### src/rtl/if_fetch_buf_if.sv
// Fetch-buffer bus bundle: PC-stage handshake, instruction-memory channel,
// redirect flush and the decode-side valid/ready channel.
// The fetch buffer connects through the slave modport; the environment
// (PC stage, memory, decode) uses the master modport.
interface if_fetch_buf_if #(
  parameter int ADDR_W = 64,
  parameter int INST_W = 32
);
  logic              pc_valid;
  logic [ADDR_W-1:0] pc_addr;
  logic              pc_ready;
  logic              flush;
  logic              imem_req;
  logic [ADDR_W-1:0] imem_addr;
  logic              imem_ack;
  logic              imem_rvalid;
  logic [INST_W-1:0] imem_rdata;
  logic              id_valid;
  logic              id_ready;
  logic [INST_W-1:0] id_inst;
  logic [ADDR_W-1:0] id_pc;

  modport master (
    output pc_valid, pc_addr, flush, imem_ack, imem_rvalid, imem_rdata, id_ready,
    input  pc_ready, imem_req, imem_addr, id_valid, id_inst, id_pc
  );

  modport slave (
    input  pc_valid, pc_addr, flush, imem_ack, imem_rvalid, imem_rdata, id_ready,
    output pc_ready, imem_req, imem_addr, id_valid, id_inst, id_pc
  );
endinterface

### src/rtl/if_fetch_buf.sv
// Instruction fetch buffer: accepts one PC at a time, issues a single
// instruction-memory read, captures {pc, inst} into a small FIFO and hands
// entries to decode over valid/ready. A redirect flush empties the FIFO and
// discards any memory response that is still in flight.
module if_fetch_buf #(
  parameter int ADDR_W = 64,
  parameter int INST_W = 32,
  parameter int DEPTH  = 2
) (
  input  logic          clk,
  input  logic          rst,
  if_fetch_buf_if.slave bus
);

  localparam int PTR_W = $clog2(DEPTH);
  localparam int CNT_W = $clog2(DEPTH) + 1;

  localparam logic [CNT_W-1:0] CNT_ZERO = {CNT_W{1'b0}};
  localparam logic [CNT_W-1:0] CNT_ONE  = CNT_W'(1);
  localparam logic [CNT_W-1:0] CNT_FULL = CNT_W'(DEPTH);
  localparam logic [PTR_W-1:0] PTR_ZERO = {PTR_W{1'b0}};
  localparam logic [PTR_W-1:0] PTR_ONE  = PTR_W'(1);

  localparam logic [1:0] ST_IDLE = 2'd0;
  localparam logic [1:0] ST_REQ  = 2'd1;
  localparam logic [1:0] ST_RESP = 2'd2;
  localparam logic [1:0] ST_DROP = 2'd3;

  logic [1:0]        state_r;
  logic [1:0]        state_nxt_s;
  logic              run_r;
  logic [ADDR_W-1:0] req_pc_r;
  logic [INST_W-1:0] mem_inst_r [DEPTH];
  logic [ADDR_W-1:0] mem_pc_r   [DEPTH];
  logic [PTR_W-1:0]  rd_ptr_r;
  logic [PTR_W-1:0]  wr_ptr_r;
  logic [PTR_W-1:0]  rd_ptr_nxt_s;
  logic [PTR_W-1:0]  wr_ptr_nxt_s;
  logic [CNT_W-1:0]  count_r;
  logic [CNT_W-1:0]  count_nxt_s;
  logic [INST_W-1:0] head_inst_r;
  logic [ADDR_W-1:0] head_pc_r;
  logic              fifo_nempty_s;
  logic              issue_ok_s;
  logic              pc_ready_s;
  logic              accept_s;
  logic              push_s;
  logic              pop_s;

  // Handshake qualifiers. New PCs are only taken in IDLE, where nothing is
  // outstanding, so the slot reservation reduces to "FIFO not full".
  always_comb begin
    fifo_nempty_s = (count_r != CNT_ZERO);
    issue_ok_s    = (count_r < CNT_FULL);
    pc_ready_s    = run_r & (state_r == ST_IDLE) & issue_ok_s & ~bus.flush;
    accept_s      = bus.pc_valid & pc_ready_s;
    push_s        = (state_r == ST_RESP) & bus.imem_rvalid & ~bus.flush;
    pop_s         = fifo_nempty_s & bus.id_ready;
  end

  // Request FSM next state: one outstanding read, flush-aware.
  always_comb begin
    state_nxt_s = state_r;
    case (state_r)
      ST_IDLE: begin
        if (accept_s) state_nxt_s = ST_REQ;
        else          state_nxt_s = ST_IDLE;
      end
      ST_REQ: begin
        if (bus.flush)         state_nxt_s = ST_IDLE;
        else if (bus.imem_ack) state_nxt_s = ST_RESP;
        else                   state_nxt_s = ST_REQ;
      end
      ST_RESP: begin
        if (bus.imem_rvalid) state_nxt_s = ST_IDLE;
        else if (bus.flush)  state_nxt_s = ST_DROP;
        else                 state_nxt_s = ST_RESP;
      end
      ST_DROP: begin
        if (bus.imem_rvalid) state_nxt_s = ST_IDLE;
        else                 state_nxt_s = ST_DROP;
      end
      default: state_nxt_s = ST_IDLE;
    endcase
  end

  // FIFO pointer and occupancy update; flush empties the queue outright.
  always_comb begin
    rd_ptr_nxt_s = rd_ptr_r;
    wr_ptr_nxt_s = wr_ptr_r;
    count_nxt_s  = count_r;
    if (bus.flush) begin
      rd_ptr_nxt_s = PTR_ZERO;
      wr_ptr_nxt_s = PTR_ZERO;
      count_nxt_s  = CNT_ZERO;
    end else begin
      if (push_s) wr_ptr_nxt_s = wr_ptr_r + PTR_ONE;
      else        wr_ptr_nxt_s = wr_ptr_r;
      if (pop_s)  rd_ptr_nxt_s = rd_ptr_r + PTR_ONE;
      else        rd_ptr_nxt_s = rd_ptr_r;
      if (push_s && !pop_s)      count_nxt_s = count_r + CNT_ONE;
      else if (!push_s && pop_s) count_nxt_s = count_r - CNT_ONE;
      else                       count_nxt_s = count_r;
    end
  end

  // FSM state, request address, and a run flag that keeps pc_ready low
  // until the first clock after reset release.
  always_ff @(posedge clk or negedge rst) begin
    if (!rst) begin
      state_r  <= ST_IDLE;
      run_r    <= 1'b0;
      req_pc_r <= {ADDR_W{1'b0}};
    end else begin
      state_r <= state_nxt_s;
      run_r   <= 1'b1;
      if (accept_s) req_pc_r <= bus.pc_addr;
      else          req_pc_r <= req_pc_r;
    end
  end

  // FIFO storage and pointers.
  always_ff @(posedge clk or negedge rst) begin
    if (!rst) begin
      for (int i = 0; i < DEPTH; i++) begin
        mem_inst_r[i] <= {INST_W{1'b0}};
        mem_pc_r[i]   <= {ADDR_W{1'b0}};
      end
      rd_ptr_r <= PTR_ZERO;
      wr_ptr_r <= PTR_ZERO;
      count_r  <= CNT_ZERO;
    end else begin
      if (push_s) begin
        mem_inst_r[wr_ptr_r] <= bus.imem_rdata;
        mem_pc_r[wr_ptr_r]   <= req_pc_r;
      end
      rd_ptr_r <= rd_ptr_nxt_s;
      wr_ptr_r <= wr_ptr_nxt_s;
      count_r  <= count_nxt_s;
    end
  end

  // Registered head copy feeding decode. It tracks the next-cycle head
  // (bypassing a push that lands directly at the head) and holds its last
  // value whenever the FIFO goes empty.
  always_ff @(posedge clk or negedge rst) begin
    if (!rst) begin
      head_inst_r <= {INST_W{1'b0}};
      head_pc_r   <= {ADDR_W{1'b0}};
    end else if (count_nxt_s != CNT_ZERO) begin
      if (push_s && (rd_ptr_nxt_s == wr_ptr_r)) begin
        head_inst_r <= bus.imem_rdata;
        head_pc_r   <= req_pc_r;
      end else begin
        head_inst_r <= mem_inst_r[rd_ptr_nxt_s];
        head_pc_r   <= mem_pc_r[rd_ptr_nxt_s];
      end
    end else begin
      head_inst_r <= head_inst_r;
      head_pc_r   <= head_pc_r;
    end
  end

  assign bus.pc_ready  = pc_ready_s;
  assign bus.imem_req  = (state_r == ST_REQ);
  assign bus.imem_addr = req_pc_r;
  assign bus.id_valid  = fifo_nempty_s;
  assign bus.id_inst   = head_inst_r;
  assign bus.id_pc     = head_pc_r;

endmodule

### src/flat_wrapper.sv
// flat-port wrapper written by rule: the top's interface ports become plain ports
module if_fetch_buf_flat 
#(
  parameter int ADDR_W = 64,
  parameter int INST_W = 32,
  parameter int DEPTH  = 2
)
  (clk, rst, bus_pc_valid, bus_pc_addr, bus_flush, bus_imem_ack, bus_imem_rvalid, bus_imem_rdata, bus_id_ready, bus_pc_ready, bus_imem_req, bus_imem_addr, bus_id_valid, bus_id_inst, bus_id_pc);
  if_fetch_buf_if #(.ADDR_W(ADDR_W), .INST_W(INST_W)) bus_i ();
  input  logic clk;
  input  logic rst;
  input wire logic [$bits(bus_i.pc_valid)-1:0] bus_pc_valid;
  input wire logic [$bits(bus_i.pc_addr)-1:0] bus_pc_addr;
  input wire logic [$bits(bus_i.flush)-1:0] bus_flush;
  input wire logic [$bits(bus_i.imem_ack)-1:0] bus_imem_ack;
  input wire logic [$bits(bus_i.imem_rvalid)-1:0] bus_imem_rvalid;
  input wire logic [$bits(bus_i.imem_rdata)-1:0] bus_imem_rdata;
  input wire logic [$bits(bus_i.id_ready)-1:0] bus_id_ready;
  output wire logic [$bits(bus_i.pc_ready)-1:0] bus_pc_ready;
  output wire logic [$bits(bus_i.imem_req)-1:0] bus_imem_req;
  output wire logic [$bits(bus_i.imem_addr)-1:0] bus_imem_addr;
  output wire logic [$bits(bus_i.id_valid)-1:0] bus_id_valid;
  output wire logic [$bits(bus_i.id_inst)-1:0] bus_id_inst;
  output wire logic [$bits(bus_i.id_pc)-1:0] bus_id_pc;
  assign bus_i.pc_valid = bus_pc_valid;
  assign bus_i.pc_addr = bus_pc_addr;
  assign bus_i.flush = bus_flush;
  assign bus_i.imem_ack = bus_imem_ack;
  assign bus_i.imem_rvalid = bus_imem_rvalid;
  assign bus_i.imem_rdata = bus_imem_rdata;
  assign bus_i.id_ready = bus_id_ready;
  assign bus_pc_ready = bus_i.pc_ready;
  assign bus_imem_req = bus_i.imem_req;
  assign bus_imem_addr = bus_i.imem_addr;
  assign bus_id_valid = bus_i.id_valid;
  assign bus_id_inst = bus_i.id_inst;
  assign bus_id_pc = bus_i.id_pc;
  if_fetch_buf #(.ADDR_W(ADDR_W), .INST_W(INST_W), .DEPTH(DEPTH)) u_core (.clk(clk), .rst(rst), .bus(bus_i));
endmodule
### config.mk
export PLATFORM = sky130hd
export DESIGN_NAME = if_fetch_buf_flat
export DESIGN_NICKNAME = d
export VERILOG_FILES = /design/src/rtl/if_fetch_buf_if.sv /design/src/rtl/if_fetch_buf.sv /design/src/flat_wrapper.sv
export SDC_FILE = /design/constraint.sdc
export NUM_CORES = 1
export LEC_CHECK = 0
export ABC_AREA = 1
export CORE_AREA = 2 2 194 196
export DETAILED_ROUTE_END_ITERATION = 12
export DIE_AREA = 0 0 196 198
export PLACE_DENSITY = 0.8
export SLEW_MARGIN = 20
export SYNTH_ARGS = -nofsm -noshare
export SYNTH_HDL_FRONTEND = slang
export SYNTH_SLANG_ARGS = --single-unit
### constraint.sdc
create_clock -name clk -period 2.5 [get_ports clk]
set_input_delay 0.25 -clock clk [delete_from_list [all_inputs] [get_ports clk]]
set_output_delay 0.25 -clock clk [all_outputs]
set_load 0.02 [all_outputs]
==> results.md <==
* Clk sinks at approximately 360
* Final Slew Violations at 0
* P&R area growth vs syn at 29.0%
* Crit path capture type: output port
* WP data required at 2.25 ns
* Worst Path Arrival at 2.07 ns
* Slew of the pin with the lowest slew margin at 0.750 ns
* Net Count, Synth at roughly 2100
* Post-DRT Antenna Nets at 0
* Post-CTS Setup Bufs at 0
* CP max FO at 4
* Maximum capacitance violations at 0
* CTS Buf Count at 40
* Final period utilization at 92.8%
* Drt via density at around 5.5
* WL final at 47.9 mm
* Setup TNS at 0 ns
* Fin. Hold Viols at 0
* Die area at around 0.039 mm²
* LEAKAGE at 10.7 nW
* Most common cell after layout, fill and taps aside: nand2_1
* Worst hold path class: in2reg
* CTS tree: yes
* Relative slew margins at 50.0%
* DRT iter0 DRCs at 1250
* Die height at 198 µm
* Critical Path Start Type: register
* Nets at 2345
* Clock skew at 0.0265 ns
* Initial core utilization at a little over two fifths
* VDD IR-drop max at 0.000786 V
* First-pass GRT wire length at 77.5 mm
* Gr ovfl total at 0
* CTS root buf: clkbuf_16
* RSZ-0062 raised after global routing: false
* WS Path Type: reg2out
* Syn. warnings at 0
* Port buffer count at about 270
* PwrDens at 1120 mW/mm²
* Max clock buf depth at 3
* Die width at 196 µm
* # diodes at 0
* Initial antenna violation count at 3
* RePlAce Congestion at 0.839
* Layout cell share with drive strength beyond 1 at 5.72%
* Core area at 0.0370 mm²
* Multi-input gate area at 0.00626 mm²
* Post-CTS resize count at 0
* CTS clk-pin slew, worst paths at ~0.06 ns
* Drt first pass iters at 5
* Largest net degree at the start of global routing at 99
* Commonest non-fill, non-tap cells in the layout: nand2_1 (780), dfrtp_1 (359), clkdlybuf4s50_1 (264)
* H-Tree Depth at 2
* Synth Instances at 2042
* Outcome: finished, final reports clean
* Skew-Pair Late Insertion Delay at 0.57 ns
* Via count at 15000
* IO Count at 266
* Storage cell area at approximately 0.0090 mm²
* Mapped cell area at 0.0163 mm²
* Row cnt at 71
* Fin worst setup slack at 0.181 ns
* Setup WS pre-CTS at 0.231 ns
* Tmin final at 2.32 ns
* Vias in the first global route at 14700
* GRT Total Usage at 25.0%
* Post-Syn Area per Cell at 7.96 µm²
* Final setup viols at 0
* FF+latch count, synth at approximately 360
* CTS Hold Bufs at 1
* DRC errors left at 0
* # fillers at approximately 3200
* Drt wl/cell at 17.4 µm
* Hpwl dp at 29.5 mm
* Synth cell types at 23
* Seq/Total Area, Yosys at 55.3%
* Peak Freq at 431 MHz
flip-flops by register name (all words and copies together), names as in the netlist:
signal	count
u_core.mem_pc_r	128
u_core.bus.id_pc	64
u_core.bus.imem_addr	64
u_core.mem_inst_r	64
u_core.bus.id_inst	32
u_core.count_r	2
u_core.state_r	2
u_core.rd_ptr_r	1
u_core.run_r	1
u_core.wr_ptr_r	1
cell usage after synthesis, drive strengths merged:
library cell / instances / area, µm²
a21oi: 64 / 320
or2: 1 / 6.26
nor2: 67 / 251
ha: 1 / 12.5
o211ai: 1 / 7.51
nand2: 787 / 2960
dfrtp: 359 / 8980
nand3: 202 / 1020
nand4: 96 / 601
o21ai: 193 / 966
nor4: 1 / 12.5
buf: 86 / 415
inv: 110 / 413
clkinv: 1 / 3.75
o311ai: 1 / 8.76
clkbuf: 71 / 267
conb: 1 / 3.75
final timing paths:
kind	start	endpoint	slack, ns	cells after the start
setup / recovery	u_core.state_r[1]	bus_pc_ready	0.18	2
hold / removal	bus_pc_addr[38]	u_core.bus.imem_addr[38]	0.26	3
min in group asynchronous	rst	u_core.bus.id_pc[36]	0.28	2
hold reg to reg	u_core.mem_inst_r[44]	u_core.mem_inst_r[44]	0.48	2
max in group asynchronous	rst	u_core.mem_inst_r[41]	1.29	3
setup reg to reg	u_core.count_r[1]	u_core.bus.id_pc[1]	0.34	10
cell families (layout without fill, tap and decap cells):
| kind of cell | count (synthesis) | after routing | share of synthesized area (%) |
|---|---|---|---|
| flip-flops | 359 | 359 | 55.3 |
| buffers and inverters | 268 | 499 | 6.76 |
| AND/OR/NAND/NOR | 1154 | 1154 | 29.8 |
| AO/OA/AOI/OAI | 259 | 259 | 8.01 |
| other | 1 | 1 | 0.0231 |
| adder cells (fa/ha/maj) | 1 | 1 | 0.0770 |
where the power goes:
part,total (mW),switching (mW),leakage (nW),internal [mW]
sequential,8.98,1.27,4.57,7.70
clock,6.00,2.45,0.663,3.56
combinational,8.61,4.95,5.44,3.66
total,23.6,8.67,10.7,14.9
metrics by stage:
stage	util [%]	cells	hold WS [ns]	instance area [µm²]	total power, mW
6_report	56.7	2747	0.264	21000	23.6
5_1_grt	56.7	2747	0.248	21000	25.0
4_1_cts	56.7	2747	0.232	21000	23.7
3_5_place_dp	53.0	2672	0.315	19600	17.6
3_3_place_gp	53.0	2672	0.312	19600	17.4
2_1_floorplan	-	2042	-0.0456	16300	13.6
cell type report:
class                           count  share of cell area [%]
Clock buffer                       58                    5.68
Clock inverter                     16                   0.812
Inverter                          111                    2.00
Multi-Input combinational cell   1415                    29.8
Sequential cell                   359                    42.8
Tap cell                          474                    2.83
Timing Repair Buffer              314                    16.0
per-layer routing:
layer	GRT usage, %	wire (µm)	vias to the layer above
met5	0	27	-
met4	9.32	1450	4
met3	5.31	3750	82
met2	40.8	22600	726
met1	33.0	20100	7162
li1	-	-	7002
critical path, cell delays in order, from the launching register on:
cell and delay [ns]:
dfrtp_1 0.43, nor4_2 0.40, clkdlybuf4s50_1 0.68
Note: power is estimated with default switching activity, not from simulation.
